### config.mk
export PLATFORM = sky130hd
export DESIGN_NAME = imm_instr_encoder
export DESIGN_NICKNAME = d
export VERILOG_FILES = /design/src/rtl/imm_instr_encoder.sv
export SDC_FILE = /design/constraint.sdc
export NUM_CORES = 1
export LEC_CHECK = 0
export CAP_MARGIN = 20
export CORE_ASPECT_RATIO = 2
export CORE_UTILIZATION = 51
export CTS_CLUSTER_SIZE = 16
export DETAILED_ROUTE_END_ITERATION = 10
export GPL_TIMING_DRIVEN = 0
export MAX_ROUTING_LAYER = met4
export PLACE_DENSITY = 0.81
export SETUP_SLACK_MARGIN = 0.15
export SYNTH_ARGS = -nofsm -noshare
export SYNTH_HDL_FRONTEND = slang
export SYNTH_SLANG_ARGS = --single-unit
### constraint.sdc
create_clock -name clk -period 2.6 [get_ports clk]
set_clock_uncertainty 0.05 [all_clocks]
set_input_delay 0.26 -clock clk [delete_from_list [all_inputs] [get_ports clk]]
set_output_delay 0.26 -clock clk [all_outputs]
set_load 0.005 [all_outputs]
### src/rtl/imm_instr_encoder.sv
// imm_instr_encoder
// Two-stage RISC-V instruction encoder. Stage 1 captures an accepted command.
// Stage 2 holds the checked, packed result and drives every out_* port.
// Any command that cannot be encoded becomes a NOP (addi x0,x0,0) with an
// error code. Saturating counters track output handshakes and errored outputs.
module imm_instr_encoder #(
    parameter int COUNT_W = 16
) (
    input  logic               clk,
    input  logic               rst_n,
    input  logic               in_valid,
    output logic               in_ready,
    input  logic [2:0]         in_fmt,
    input  logic [6:0]         in_opcode,
    input  logic [4:0]         in_rd,
    input  logic [4:0]         in_rs1,
    input  logic [4:0]         in_rs2,
    input  logic [2:0]         in_funct3,
    input  logic [6:0]         in_funct7,
    input  logic [31:0]        in_imm,
    output logic               out_valid,
    input  logic               out_ready,
    output logic [31:0]        out_instr,
    output logic               out_err,
    output logic [1:0]         out_err_code,
    output logic [COUNT_W-1:0] enc_count,
    output logic [COUNT_W-1:0] err_count
);

    localparam logic [2:0]  FMT_I = 3'd0;
    localparam logic [2:0]  FMT_S = 3'd1;
    localparam logic [2:0]  FMT_B = 3'd2;
    localparam logic [2:0]  FMT_U = 3'd3;
    localparam logic [2:0]  FMT_J = 3'd4;
    localparam logic [2:0]  FMT_R = 3'd5;

    localparam logic [1:0]  ERR_OK    = 2'd0;
    localparam logic [1:0]  ERR_RANGE = 2'd1;
    localparam logic [1:0]  ERR_ALIGN = 2'd2;
    localparam logic [1:0]  ERR_FMT   = 2'd3;

    localparam logic [31:0] NOP_INSTR = 32'h0000_0013;
    localparam logic [COUNT_W-1:0] CNT_MAX = {COUNT_W{1'b1}};
    localparam logic [COUNT_W-1:0] CNT_ONE = {{(COUNT_W-1){1'b0}}, 1'b1};

    // True when imm[31:top] are all equal, i.e. the value fits as a signed
    // field whose sign bit sits at position top.
    function automatic logic fits_signed(input logic [31:0] imm, input logic [4:0] top);
        logic [31:0] sh;
        sh = 32'($signed(imm) >>> top);
        return (sh == 32'h0000_0000) || (sh == 32'hFFFF_FFFF);
    endfunction

    // Highest-priority failing check: illegal format, then alignment, then range.
    function automatic logic [1:0] check_cmd(input logic [2:0] fmt, input logic [31:0] imm);
        logic [1:0] code;
        code = ERR_OK;
        case (fmt)
            FMT_I, FMT_S: code = fits_signed(imm, 5'd11) ? ERR_OK : ERR_RANGE;
            FMT_B: begin
                if (imm[0]) begin
                    code = ERR_ALIGN;
                end else if (!fits_signed(imm, 5'd12)) begin
                    code = ERR_RANGE;
                end else begin
                    code = ERR_OK;
                end
            end
            FMT_J: begin
                if (imm[0]) begin
                    code = ERR_ALIGN;
                end else if (!fits_signed(imm, 5'd20)) begin
                    code = ERR_RANGE;
                end else begin
                    code = ERR_OK;
                end
            end
            FMT_U:   code = (imm[11:0] != 12'h000) ? ERR_ALIGN : ERR_OK;
            FMT_R:   code = ERR_OK;
            default: code = ERR_FMT;
        endcase
        return code;
    endfunction

    // Field placement for each format; unused fields are simply dropped.
    function automatic logic [31:0] pack_instr(
        input logic [2:0]  fmt,
        input logic [6:0]  opcode,
        input logic [4:0]  rd,
        input logic [4:0]  rs1,
        input logic [4:0]  rs2,
        input logic [2:0]  funct3,
        input logic [6:0]  funct7,
        input logic [31:0] imm
    );
        logic [31:0] w;
        case (fmt)
            FMT_I:   w = {imm[11:0], rs1, funct3, rd, opcode};
            FMT_S:   w = {imm[11:5], rs2, rs1, funct3, imm[4:0], opcode};
            FMT_B:   w = {imm[12], imm[10:5], rs2, rs1, funct3, imm[4:1], imm[11], opcode};
            FMT_U:   w = {imm[31:12], rd, opcode};
            FMT_J:   w = {imm[20], imm[10:1], imm[11], imm[19:12], rd, opcode};
            FMT_R:   w = {funct7, rs2, rs1, funct3, rd, opcode};
            default: w = NOP_INSTR;
        endcase
        return w;
    endfunction

    logic        s1_valid_r;
    logic [2:0]  s1_fmt_r;
    logic [6:0]  s1_opcode_r;
    logic [4:0]  s1_rd_r;
    logic [4:0]  s1_rs1_r;
    logic [4:0]  s1_rs2_r;
    logic [2:0]  s1_funct3_r;
    logic [6:0]  s1_funct7_r;
    logic [31:0] s1_imm_r;

    logic        s2_valid_r;
    logic [31:0] s2_instr_r;
    logic        s2_err_r;
    logic [1:0]  s2_code_r;
    logic [COUNT_W-1:0] enc_count_r;
    logic [COUNT_W-1:0] err_count_r;

    logic        in_fire_s;
    logic        out_fire_s;
    logic        s2_load_s;
    logic        in_ready_s;
    logic [1:0]  chk_code_s;
    logic [31:0] next_instr_s;

    // Handshake decode: S2 takes S1 whenever it is empty or being drained.
    always_comb begin
        in_ready_s = !s1_valid_r || !s2_valid_r || out_ready;
        in_fire_s  = in_valid && in_ready_s;
        out_fire_s = s2_valid_r && out_ready;
        s2_load_s  = s1_valid_r && (!s2_valid_r || out_ready);
    end

    // Check and pack the command currently held in S1.
    always_comb begin
        chk_code_s = check_cmd(s1_fmt_r, s1_imm_r);
        if (chk_code_s != ERR_OK) begin
            next_instr_s = NOP_INSTR;
        end else begin
            next_instr_s = pack_instr(s1_fmt_r, s1_opcode_r, s1_rd_r, s1_rs1_r,
                                      s1_rs2_r, s1_funct3_r, s1_funct7_r, s1_imm_r);
        end
    end

    // Stage 1: capture accepted commands, empty when handed to S2.
    always_ff @(posedge clk or negedge rst_n) begin
        if (!rst_n) begin
            s1_valid_r  <= 1'b0;
            s1_fmt_r    <= 3'd0;
            s1_opcode_r <= 7'd0;
            s1_rd_r     <= 5'd0;
            s1_rs1_r    <= 5'd0;
            s1_rs2_r    <= 5'd0;
            s1_funct3_r <= 3'd0;
            s1_funct7_r <= 7'd0;
            s1_imm_r    <= 32'd0;
        end else if (in_fire_s) begin
            s1_valid_r  <= 1'b1;
            s1_fmt_r    <= in_fmt;
            s1_opcode_r <= in_opcode;
            s1_rd_r     <= in_rd;
            s1_rs1_r    <= in_rs1;
            s1_rs2_r    <= in_rs2;
            s1_funct3_r <= in_funct3;
            s1_funct7_r <= in_funct7;
            s1_imm_r    <= in_imm;
        end else if (s2_load_s) begin
            s1_valid_r  <= 1'b0;
        end else begin
            s1_valid_r  <= s1_valid_r;
        end
    end

    // Stage 2: register the encoded result; hold it while downstream stalls.
    always_ff @(posedge clk or negedge rst_n) begin
        if (!rst_n) begin
            s2_valid_r <= 1'b0;
            s2_instr_r <= 32'd0;
            s2_err_r   <= 1'b0;
            s2_code_r  <= 2'd0;
        end else if (s2_load_s) begin
            s2_valid_r <= 1'b1;
            s2_instr_r <= next_instr_s;
            s2_err_r   <= (chk_code_s != ERR_OK);
            s2_code_r  <= chk_code_s;
        end else if (out_fire_s) begin
            s2_valid_r <= 1'b0;
        end else begin
            s2_valid_r <= s2_valid_r;
        end
    end

    // Saturating handshake counters, advanced only on an output transfer.
    always_ff @(posedge clk or negedge rst_n) begin
        if (!rst_n) begin
            enc_count_r <= {COUNT_W{1'b0}};
            err_count_r <= {COUNT_W{1'b0}};
        end else if (out_fire_s) begin
            if (enc_count_r != CNT_MAX) begin
                enc_count_r <= enc_count_r + CNT_ONE;
            end else begin
                enc_count_r <= enc_count_r;
            end
            if (s2_err_r && (err_count_r != CNT_MAX)) begin
                err_count_r <= err_count_r + CNT_ONE;
            end else begin
                err_count_r <= err_count_r;
            end
        end else begin
            enc_count_r <= enc_count_r;
            err_count_r <= err_count_r;
        end
    end

    assign in_ready     = in_ready_s;
    assign out_valid    = s2_valid_r;
    assign out_instr    = s2_instr_r;
    assign out_err      = s2_err_r;
    assign out_err_code = s2_code_r;
    assign enc_count    = enc_count_r;
    assign err_count    = err_count_r;

endmodule

---- Word level (Yosys, flattened, before mapping) ----
Index checks and enable logic that the tools add are counted.
word-level totals
  word-level logic and storage cells ...... 63
  register bits ........................... 136
cells by class
  equality and inequality tests ........... 10
  mux-type cells .......................... 13
  reductions and logical operators ........ 23
  $add $sub $neg .......................... 2
operators with widths
  cell                                                                   count
  32-bit one-hot mux with 6 select lines                                 1
  32-bit equality test, second input constant                            3
  32-bit logical NOT                                                     3
  16-bit by 1-bit adder with 16-bit output, second input constant        2
  32-bit 2-to-1 mux                                                      1
  16-bit != test, second input constant                                  2
  12-bit nonzero test                                                    1
  2-bit one-hot mux with 5 select lines                                  1
  1-bit 2-to-1 mux                                                       7
  3-bit by 2-bit equality test with 1-bit output, second input constant  2
  3-bit equality test, second input constant                             2
  1-bit logical OR                                                       6
  2-bit 2-to-1 mux                                                       3
  2-bit nonzero test                                                     3
  1-bit logical AND                                                      4
  2-bit AND reduction                                                    2
  3-bit by 1-bit equality test with 1-bit output, second input constant  1
  3-bit logical NOT                                                      1
  1-bit logical NOT                                                      2
  2-bit OR reduction                                                     1

---- Depth between registers and ports, before layout ----
Gate-level depths: netlist of run 1.
  depth after elaboration ................. 7
  gate-level depth with buffers ........... 8
  mapped depth without buffers ............ 6

---- Least setup slack after synthesis of run 1 ----
No wires, ideal clock.
  path kind ............................... reg-to-reg
  start ................................... register s1_imm_r[16]
  end ..................................... register s2_instr_r[10] (netlist: out_instr[10])
  path buffers ............................ 1
  library setup time ...................... 104 ps
  slack ................................... 499 ps
  cell stages (with the launch flop) ...... 7
  clock period less this slack ............ 2,101 ps
  arrival time ............................ 1,948 ps
  cells stage by stage .................... dfrtp_1 > or4_4 > nor4b_2 > a221oi_1 > a41o_1 > buf_6 > o41ai_2
on the way
  word-level cells in the longest chain between the ends .. 7
RTL lines
  what                                                               line  source
  from (decl)                                                        117   logic [31:0] s1_imm_r;
  from (signal assigned)                                             173   s1_imm_r <= in_imm;
  32-bit equality test / 32-bit logical NOT (equally long branches)  51    return (sh == 32'h0000_0000) || (sh == 32'hFFFF_FFFF);
  1-bit logical OR                                                   51
  1-bit 2-to-1 mux                                                   63    end else if (!fits_signed(imm, 5'd12)) begin
  2-bit 2-to-1 mux                                                   61    if (imm[0]) begin
  2-bit one-hot mux with 5 select lines *                            58    case (fmt)
  2-bit nonzero test *                                               144   if (chk_code_s != ERR_OK) begin
  32-bit 2-to-1 mux *                                                144
  to (signal assigned)                                               190   s2_instr_r <= next_instr_s;
  to (decl)                                                          120   logic [31:0] s2_instr_r;
Every way passes the cells marked *; elsewhere a longest branch is shown, timed or not.
A chain may end at the register's enable or synchronous reset.

---- Final worst setup path of run 1 ----
  start ................................... register s1_fmt_r[1]
  end ..................................... register s2_instr_r[12] (netlist: out_instr[12])
on the way
  word-level cells in the longest chain between the ends .. 5
RTL lines
  what                                                                                        line    source
  from (decl)                                                                                 110     logic [2:0] s1_fmt_r;
  from (signal assigned)                                                                      166     s1_fmt_r <= in_fmt;
  3-bit by 1-bit equality test with 1-bit output / 3-bit logical NOT (equally long branches)  58, 97
  2-bit OR reduction                                                                          58
  2-bit one-hot mux with 5 select lines                                                       58
  2-bit nonzero test                                                                          144
  32-bit 2-to-1 mux *                                                                         144
Marked as above.

==> results of run 1 <==
registers in the layout, summed over array words and instances (netlist names), 2 cells and up:
register      count
s1_opcode_r       7
err_count        16
out_instr        32
enc_count        16
s1_rs2_r          5
s1_fmt_r          3
s1_funct7_r       7
s1_rs1_r          5
s1_funct3_r       3
out_err_code      2
s1_imm_r         32
s1_rd_r           5
stage by stage:
| stage | hold WS, ns | util |
|---|---|---|
| detailed placement | 0.197 | 0.652 |
| CTS | 0.334 | 0.706 |
| global placement | 0.412 | 0.650 |
| finish | 0.316 | 0.709 |
| floorplan | -0.0856 | - |
| global route | 0.375 | 0.709 |
cell type report:
type | count | area, um2 | share of cell area
Multi-Input combinational cell | 387 | 2770 | 0.322
Clock inverter | 14 | 208 | 0.0242
Timing Repair Buffer | 143 | 1450 | 0.168
Inverter | 5 | 18.8 | 0.00218
Sequential cell | 136 | 3400 | 0.396
Buffer | 31 | 143 | 0.0166
Tap cell | 147 | 184 | 0.0214
Clock buffer | 18 | 429 | 0.0499
kinds of logic after synthesis:
group	Yosys count	share of synthesized area
simple gates	178	0.137
compound gates	103	0.120
buf+inv	37	0.0246
fa+ha+maj	2	0.00397
mux	76	0.136
flops	136	0.540
xor+xnor	28	0.0389
layout by cell type (no fill, tap or decap), types with 5 or more instances in the layout:
cell,Yosys,final
nor2_1,36,36
a21oi_1,12,11
inv_1,5,5
mux2_2,75,75
clkbuf_1,25,18
a22oi_1,5,5
clkdlybuf4s50_1,0,138
dfrtp_1,136,136
o22ai_1,6,6
a221oi_1,25,25
nor3_1,7,7
a31oi_1,6,5
inv_6,0,6
clkbuf_2,0,7
xor2_1,12,12
o21ai_0,18,18
nor4_1,9,9
clkbuf_16,0,17
nand2_1,56,56
o21ai_1,11,11
nand3_1,33,33
o2111ai_1,6,6
o41ai_2,6,6
xnor2_1,16,16
nand4_1,13,13
worst paths after layout:
kind	startpoint	end	slack [ns]	depth (start not counted)
min reg2reg	out_instr[20]	out_instr[20]	0.43	2
min in group clk	in_valid	s1_valid_r	0.40	2
max	s1_fmt_r[1]	out_instr[12]	0.26	8
min	rst_n	enc_count[13]	0.32	2
max reg2reg	s1_fmt_r[1]	out_instr[12]	0.26	8
max in group asynchronous	rst_n	s1_imm_r[12]	1.41	3
report_power, final:
group          leakage (nW)  total (mW)  switching, mW  internal, mW
logic                  1.53        1.64          0.762         0.874
registers              1.68        2.85          0.393          2.45
clock network         0.305        2.61          0.977          1.63
per-layer routing:
| metal | routed length, um | up-vias | global-route usage |
|---|---|---|---|
| met4 | 1000 | 0 | 0.179 |
| met3 | 885 | 68 | 0.0504 |
| met1 | 6180 | 2637 | 0.313 |
| li1 | - | 2396 | - |
| met2 | 9930 | 246 | 0.543 |
| met5 | 0 | - | - |
repair_timing:
action | 4_1_cts | 5_1_grt
hold buffers | 1 | 0
buffers inserted | 0 | 2
endpoints found under the hold margin | 56 | 0
setup endpoints to repair | 23 | 35
resized for setup | 3 | 13
==> flow_summary_export.csv, run 1 <==
group,metric,value,unit
place,postPlaceCellArea,0.00791,mm2
logic_synthesis,synthTopCellsByCount,"136 x dfrtp_1, 75 x mux2_2, 56 x nand2_1",
sta,fin_crit,2.34,ns
sta,setup_ws,0.258,ns
logic_synthesis,syn_area_per_cell,11.3,um2
logic_synthesis,synthMostInstantiatedCell,"dfrtp_1",
global_routing,grt_pass1_vias,5590,
clock_tree,path_clk_slew,0.06,ns
route,dr.pass1.iters,7,
global_routing,grt_pass1_wl,28800,um
setup_path,arrival,2.58,ns
clock_tree,root_buffer,"clkbuf_16",
route,wl,18000,um
cells_and_area,final_cells,881,
cells_and_area,fillers,877,
global_routing,grt_overflow,0,
logic_synthesis,syn_nets,633,
setup_path,crit_buf_inv,3,
floorplan,core_region_area,0.0121,mm2
logic_synthesis,yosys_warnings,0,
global_routing,antenna_found_initial,0,
setup_path,start_kind,"register",
logic_synthesis,yosysSeqAreaShare,0.540,
logic_synthesis,yosys_register_bits,136,
route,wl_per_cell,20.4,um
route,avgViaCountPerCell,6.07,
logic_synthesis,yosys.area.top_type_share,0.540,
clock_tree,worstSkewPairLatency,0.41,ns
power,power_density,825,mW/mm2
logic_synthesis,syn_area,0.00631,mm2
route,drt-initial-drc-count,335,
floorplan,die_y,159,um
sta,slew_viol_final,0,
sta,hold_viol_final,0,
floorplan,die_w,80.6,um
power,ir_worst_vdd,0.000692,V
logic_synthesis,yosysTopAreaCell,"dfrtp_1",
place,dp.cells,847,
route,drcViolationCount,0,
logic_synthesis,synth_edf_count,0,
floorplan,start_util,0.520,
place,gp_congestion,0.964,
logic_synthesis,synth_cell_types,46,
clock_tree,cts_buffer_depth,2,
sta,setup_viol,0,
floorplan,rows,57,
floorplan,dieArea,0.0128,mm2
setup_path,cp_cell_sequence,"clkbuf_1, nand2_1, nor4b_2, a221oi_1, a41o_1, buf_6, buf_2, o21ai_1",
logic_synthesis,ys_async_sr_fraction,1.00,
sta,worst_pin_slew,0.932,ns
sta,slew_headroom,0.373,
run_status,status,"complete, no violations",
setup_path,slowest_stage,"a221oi_1",
global_routing,grt_max_degree,81,
setup_path,path_max_fanout,10,
place,port_buffers,139,
logic_synthesis,syn_inst,560,
setup_path,end_kind,"register",
clock_tree,clock_sinks,136,
floorplan,ios,140,
global_routing,grt_use_total,0.310,
sta,finalCritPeriodShare,0.901,
cells_and_area,synthToLayoutAreaGrowth,36.3,%
cells_and_area,final_area,0.00860,mm2
sta,fin_tns_setup,0,ns
cells_and_area,final_nets,794,
cells_and_area,antenna_cells,0,
hold_path,hp-class,"input port to asynchronous set/reset pin",
sta,fmax,427,MHz
sta,rsz0062_at_grt,"no",
flow_run,cap_violations,0,
logic_synthesis,synth_area_leaders,"dfrtp_1 54%, mux2_2 13%, a221oi_1 3.5%, nand2_1 3.3%, nand3_1 2.6%",
clock_tree,numCtsBuffers,17,
power,power,7.09,mW
power,leakage,3.51,nW
setup_path,path_class,"register to register",
setup_path,cp_top_family,"compound AO/OA/AOI/OAI gates",
cells_and_area,layout-drive-gt1-share,0.183,
clock_tree,cts_tree,"yes",
route,drt.antenna.violating_nets,0,
logic_synthesis,synth_top_flop_cell,"dfrtp_1",
setup_path,critical-path-max-stage-delay,0.43,ns
place,pre_cts_slack,-0.307,ns
clock_tree,cts-htree-levels,4,
route,via_count,5347,
place,dp_hpwl,13300,um
setup_path,critPathRequiredTime,2.84,ns
(Power assumes the default switching activity.)
==> inputs of run 2 (changes only) <==
- CTS_CLUSTER_SIZE: 16 -> 20
==> results of run 2 <==
No change in the layout: final DEF, timing and power equal those of run 1.
